===== src/rtl/setup_complex_fir_coeff.sv =====
// Streams a fixed table of complex FIR taps, one per enabled clock, then raises
// a sticky completion flag so the downstream FIR knows its coefficients are loaded.
module setup_complex_fir_coeff #(
    parameter int unsigned LENGTH     = 20,
    parameter int unsigned DATA_WIDTH = 18
) (
    input  logic                         clock,
    input  logic                         resetN,
    input  logic                         enable,
    output logic                         coeffSetFlag,
    output logic signed [DATA_WIDTH-1:0] coeffOutRe,
    output logic signed [DATA_WIDTH-1:0] coeffOutIm
);

    typedef enum logic [1:0] {
        IDLE = 2'd0,
        RUN  = 2'd1,
        DONE = 2'd2
    } state_t;

    localparam logic [5:0] LEN = 6'(LENGTH);

    state_t                       state_q, state_d;
    logic   [5:0]                 idx_q, idx_d;
    logic                         flag_q, flag_d;
    logic   signed [DATA_WIDTH-1:0] re_q, re_d;
    logic   signed [DATA_WIDTH-1:0] im_q, im_d;

    logic   signed [DATA_WIDTH-1:0] tap_re, tap_im;
    logic   [5:0]                 tap_sel;

    function automatic logic [35:0] pk(input int re, input int im);
        return {18'(re), 18'(im)};
    endfunction

    // Master table is 18-bit; narrower widths keep the low bits, wider ones sign-extend.
    function automatic logic [35:0] tap_tbl(input logic [5:0] k);
        case (k)
            6'd0:    return pk(34124, -7392);
            6'd1:    return pk(34124, 15);
            6'd2:    return pk(0, 89998);
            6'd3:    return pk(4991, -43211);
            6'd4:    return pk(12522, -131072);
            6'd5:    return pk(-7711, 131071);
            6'd6:    return pk(-5151, 5151);
            6'd7:    return pk(81122, 81122);
            6'd8:    return pk(9890, 0);
            6'd9:    return pk(1091, 882);
            6'd10:   return pk(-9111, -9);
            6'd11:   return pk(-10369, 8982);
            6'd12:   return pk(911, -119);
            6'd13:   return pk(1121, 6969);
            6'd14:   return pk(591, -666);
            6'd15:   return pk(7590, 8422);
            6'd16:   return pk(19, -19223);
            6'd17:   return pk(5811, -131072);
            6'd18:   return pk(-970, -9790);
            6'd19:   return pk(10000, 1);
            default: return '0;
        endcase
    endfunction

    logic [35:0] tap_word;

    always_comb begin
        tap_word = tap_tbl(tap_sel);
        tap_re   = DATA_WIDTH'($signed(tap_word[35:18]));
        tap_im   = DATA_WIDTH'($signed(tap_word[17:0]));
    end

    always_comb begin
        state_d = state_q;
        idx_d   = idx_q;
        flag_d  = flag_q;
        re_d    = re_q;
        im_d    = im_q;
        tap_sel = '0;
        case (state_q)
            IDLE: begin
                re_d = '0;
                im_d = '0;
                if (enable) begin
                    re_d    = tap_re;
                    im_d    = tap_im;
                    idx_d   = 6'd1;
                    state_d = RUN;
                end
            end
            RUN: begin
                tap_sel = idx_q;
                if (enable) begin
                    if (idx_q < LEN) begin
                        re_d  = tap_re;
                        im_d  = tap_im;
                        idx_d = idx_q + 6'd1;
                    end else begin
                        re_d    = '0;
                        im_d    = '0;
                        flag_d  = 1'b1;
                        state_d = DONE;
                    end
                end
            end
            DONE: begin
                re_d   = '0;
                im_d   = '0;
                flag_d = 1'b1;
            end
            default: begin
                state_d = IDLE;
                idx_d   = '0;
                flag_d  = 1'b0;
                re_d    = '0;
                im_d    = '0;
            end
        endcase
    end

    always_ff @(posedge clock or negedge resetN) begin
        if (!resetN) begin
            state_q <= IDLE;
            idx_q   <= '0;
            flag_q  <= 1'b0;
            re_q    <= '0;
            im_q    <= '0;
        end else begin
            state_q <= state_d;
            idx_q   <= idx_d;
            flag_q  <= flag_d;
            re_q    <= re_d;
            im_q    <= im_d;
        end
    end

    assign coeffSetFlag = flag_q;
    assign coeffOutRe   = re_q;
    assign coeffOutIm   = im_q;

endmodule


===== config.mk =====
export PLATFORM = sky130hd
export DESIGN_NAME = setup_complex_fir_coeff
export DESIGN_NICKNAME = d
export VERILOG_FILES = /design/src/rtl/setup_complex_fir_coeff.sv
export SDC_FILE = /design/constraint.sdc
export NUM_CORES = 1
export LEC_CHECK = 0
export ABC_CLOCK_PERIOD_IN_PS = 2900
export CAP_MARGIN = 25
export CORE_UTILIZATION = 58
export CTS_BUF_LIST = sky130_fd_sc_hd__clkbuf_2
export CTS_CLUSTER_DIAMETER = 30
export DETAILED_ROUTE_END_ITERATION = 10
export PLACE_DENSITY = 0.93
export SLEW_MARGIN = 30
export SYNTH_ARGS = -nofsm -noshare
export SYNTH_HDL_FRONTEND = slang
export SYNTH_SLANG_ARGS = --single-unit

===== constraint.sdc =====
create_clock -name clock -period 2.9 [get_ports clock]
set_input_delay 0.87 -clock clock [delete_from_list [all_inputs] [get_ports clock]]
set_output_delay 0.87 -clock clock [all_outputs]
set_load 0.1 [all_outputs]

==> run_results.csv <==
group,metric,value,unit
global_routing,grt-ovfl-total,0,
routing,viasPerCell,6.57,
placed_design,portBuffers,39,
synth,async_flop_share,100,%
clocking,post_cts_resized,0,
die,start_util,61.0,%
sta,finalClockSkew,0.0263,ns
sta,setup_viol,0,
sta,fin_tns_setup,0,ns
run,maxCapViolCount,0,
clocking,cts_setup_buffers,0,
clocking,clk_latency,0.42,ns
sta,rsz0062_at_grt,"false",
clocking,cts_tree,"yes",
die,die_width,76.0,µm
synth,synth_area_per_cell,8.40,µm²
die,core,5200,µm²
routing,drt_pass1_iterations,5,
synth,ys_seq_area_share,34.7,%
sta,fmax,385,MHz
routing,wl_met1,3.92,mm
placed_design,dp_hpwl,6.81,mm
die,dieHeight,76.0,µm
pwr,p_leak,1.61,nW
clocking,cts_sinks,44,
hold_path,holdCritPathClass,"in -> async",
placed_design,placed_area,3520,µm²
sta,fin_crit_sh,89.7,%
sta,relSlewSlack,54.1,%
sta,min_period,2.60,ns
clocking,path_clk_slew,0.23,ns
setup_path,r2r_start,"state_q[1]",
pwr,ir_worst_vdd,0.784,mV
layout,diodes,0,
die,die_area,5780,µm²
global_routing,grt_pass1_vias,3082,
clocking,numCtsBuffers,5,
global_routing,grt_pass1_wl,15.9,mm
die,num_io_pins,40,
synth,synth_edf_count,0,
pwr,power_density,1090,nW/µm²
synth,synthesis.nets,394,
setup_path,cp.required,3.27,ns
clocking,root_buffer,"clkbuf_2",
status,status,"complete, no violations",
synth,synth-seq-cells,44,
synth,yosysUniqueCellTypes,58,
setup_path,end_kind,"register",
clocking,h-tree-depth,2,
setup_path,worstSetupStartpointType,"register",
routing,drt-total-wl,9.53,mm
routing,top_layer,"met4",
global_routing,antenna_found_initial,0,
layout,area_delta_synth_final,11.8,%
routing,dr_wl_met3,854,µm
clocking,cts_buffer_depth,2,
sta,setup_slack,0.300,ns
global_routing,grt_max_degree,45,
synth,synth_warnings,0,
routing,vias,3129,
setup_path,cp.arrival,2.97,ns
global_routing,grt.total_usage,34.6,%
synth,ys.flop_type,"dfrtp_1",
routing,met2_wirelength,4.42,mm
synth,syn_area,3180,µm²
sta,hold_violations,0,
sta,hold_slack,0.488,ns
sta,finalMaxSlewViolations,0,
routing,first_iter_violations,442,
setup_path,crit_type,"reg -> reg",
placed_design,place.gp.congestion,1.00,
clocking,ctsHoldBuffers,0,
routing,drc,0,
die,num_rows,26,
layout,fin_nets,422,
layout,layoutNonFillerInstCount,476,
placed_design,place_ws,0.230,ns
setup_path,critPathMaxFanout,11,
synth,syn_inst,378,
layout,fin_area,3550,µm²
routing,routedWlPerCell,20.0,µm
setup_path,critPathLaunch,"state_q[1]",
layout,drive_gt1_share,18.2,%
placed_design,place_inst,469,
sta,tightest_slew,0.688,ns
routing,postRouteAntennaNets,0,
[cells in the final DEF, fill, tap and decap left out, types with 2 or more instances in the layout]
master,Yosys,routed
a311oi_1,2,2
o211ai_1,3,3
a21o_1,5,5
mux2_1,3,3
nor4_1,2,2
o21ai_0,19,19
o31ai_1,4,4
nor3_1,5,5
inv_1,12,12
inv_2,3,3
a211o_1,3,3
a31oi_1,5,5
nand4_1,2,2
nor3b_1,2,2
a22o_1,7,7
clkbuf_2,0,5
nand4b_1,2,2
ha_1,13,13
a211oi_1,4,4
nor2_1,26,25
a22oi_1,2,2
and3_1,5,5
o21a_1,5,5
and2_1,4,4
clkinv_1,0,2
a32o_1,9,9
mux2i_1,8,8
nor2b_1,7,7
nand2b_1,14,14
nand3_1,7,7
nand2_1,35,35
a21oi_1,29,29
o21ai_1,23,23
o221ai_1,5,5
dfrtp_1,44,44
o22ai_1,4,4
buf_4,1,54
[report_power, final]
| part | total [mW] | internal (mW) | switching [mW] |
|---|---|---|---|
| Clock | 0.248 | 0.0497 | 0.198 |
| Combinational | 2.76 | 0.765 | 2.00 |
| Sequential | 0.852 | 0.758 | 0.0947 |
[final timing paths]
path                            cells after the start              to  slack (ns)
worst max-delay path                                9   coeffOutRe[9]        0.30
worst min-delay path                                2  coeffOutRe[10]        0.49
worst max register to register                      9   coeffOutRe[9]        0.30
worst min register to register                      2  coeffOutRe[12]        0.52
max in group asynchronous                           2  coeffOutRe[14]        2.02
min in group clock                                  2  coeffOutRe[12]        0.52
[metrics by stage]
step                      power (mW)  utilization [%]
final                           3.86             68.2
after global routing            4.06             68.2
after CTS                       3.82             68.2
after detailed placement        3.58             67.6
after global placement          3.52             67.6
after floorplan                 2.93                -
[flip-flops by register name, summed over array words and instances, names as in the netlist]
signal	cells
coeffOutIm	18
coeffOutRe	17
idx_q	6
state_q	2
coeffSetFlag	1
[routing by layer]
layer	track usage [%]	vias up
met5	0	-
met4	16.0	0
met3	6.71	28
met2	56.0	188
met1	44.9	1476
li1	-	1437
[synth_stat cells, types with 3 or more instances]
cell | n | area share (%)
buf_6 | 3 | 1.1
nor3_1 | 5 | 0.79
a21oi_1 | 29 | 4.6
nor2_1 | 26 | 3.1
buf_2 | 21 | 3.3
mux2_1 | 3 | 1.1
dfrtp_1 | 44 | 35
a31oi_1 | 5 | 0.99
inv_1 | 12 | 1.4
ha_1 | 13 | 5.1
nor2b_1 | 7 | 1.4
nand2_1 | 35 | 4.1
a22o_1 | 7 | 1.9
o31ai_1 | 4 | 0.95
inv_2 | 3 | 0.35
mux2i_1 | 8 | 2.5
a32o_1 | 9 | 2.8
clkbuf_1 | 9 | 1.1
nand3_1 | 7 | 1.1
and2_1 | 4 | 0.79
o21ai_1 | 23 | 3.6
a21o_1 | 5 | 1.2
o221ai_1 | 5 | 1.4
o21a_1 | 5 | 1.2
and3_1 | 5 | 0.99
a211oi_1 | 4 | 0.95
o21ai_0 | 19 | 3.0
a211o_1 | 3 | 0.83
nand2b_1 | 14 | 2.8
o211ai_1 | 3 | 0.71
o22ai_1 | 4 | 0.79
[cell families after synthesis]
group,share of synthesized area [%]
AO/OA/AOI/OAI,31.0
AND/OR/NAND/NOR,17.9
buffers and inverters,7.68
flip-flops,34.7
adder cells (fa/ha/maj),5.12
multiplexers,3.59
[critical path: stages, from the launching register on]
cell and delay (ns):
dfrtp_1 0.45, inv_1 0.11, ha_1 0.24, inv_2 0.13, nor2_1 0.36, ha_1 0.55
inv_1 0.11, o21ai_0 0.26, a211o_1 0.17, a32o_1 0.17
[area by class of cell]
type,count,area (µm²)
clock buffers,5,25.0
clock inverters,2,7.51
fillers,449,1650
inverters,15,56.3
multi-input cells,283,1830
flip-flops and latches,44,1100
well taps,70,87.6
repair buffers,57,440
Power figures use the tool's default switching activity.
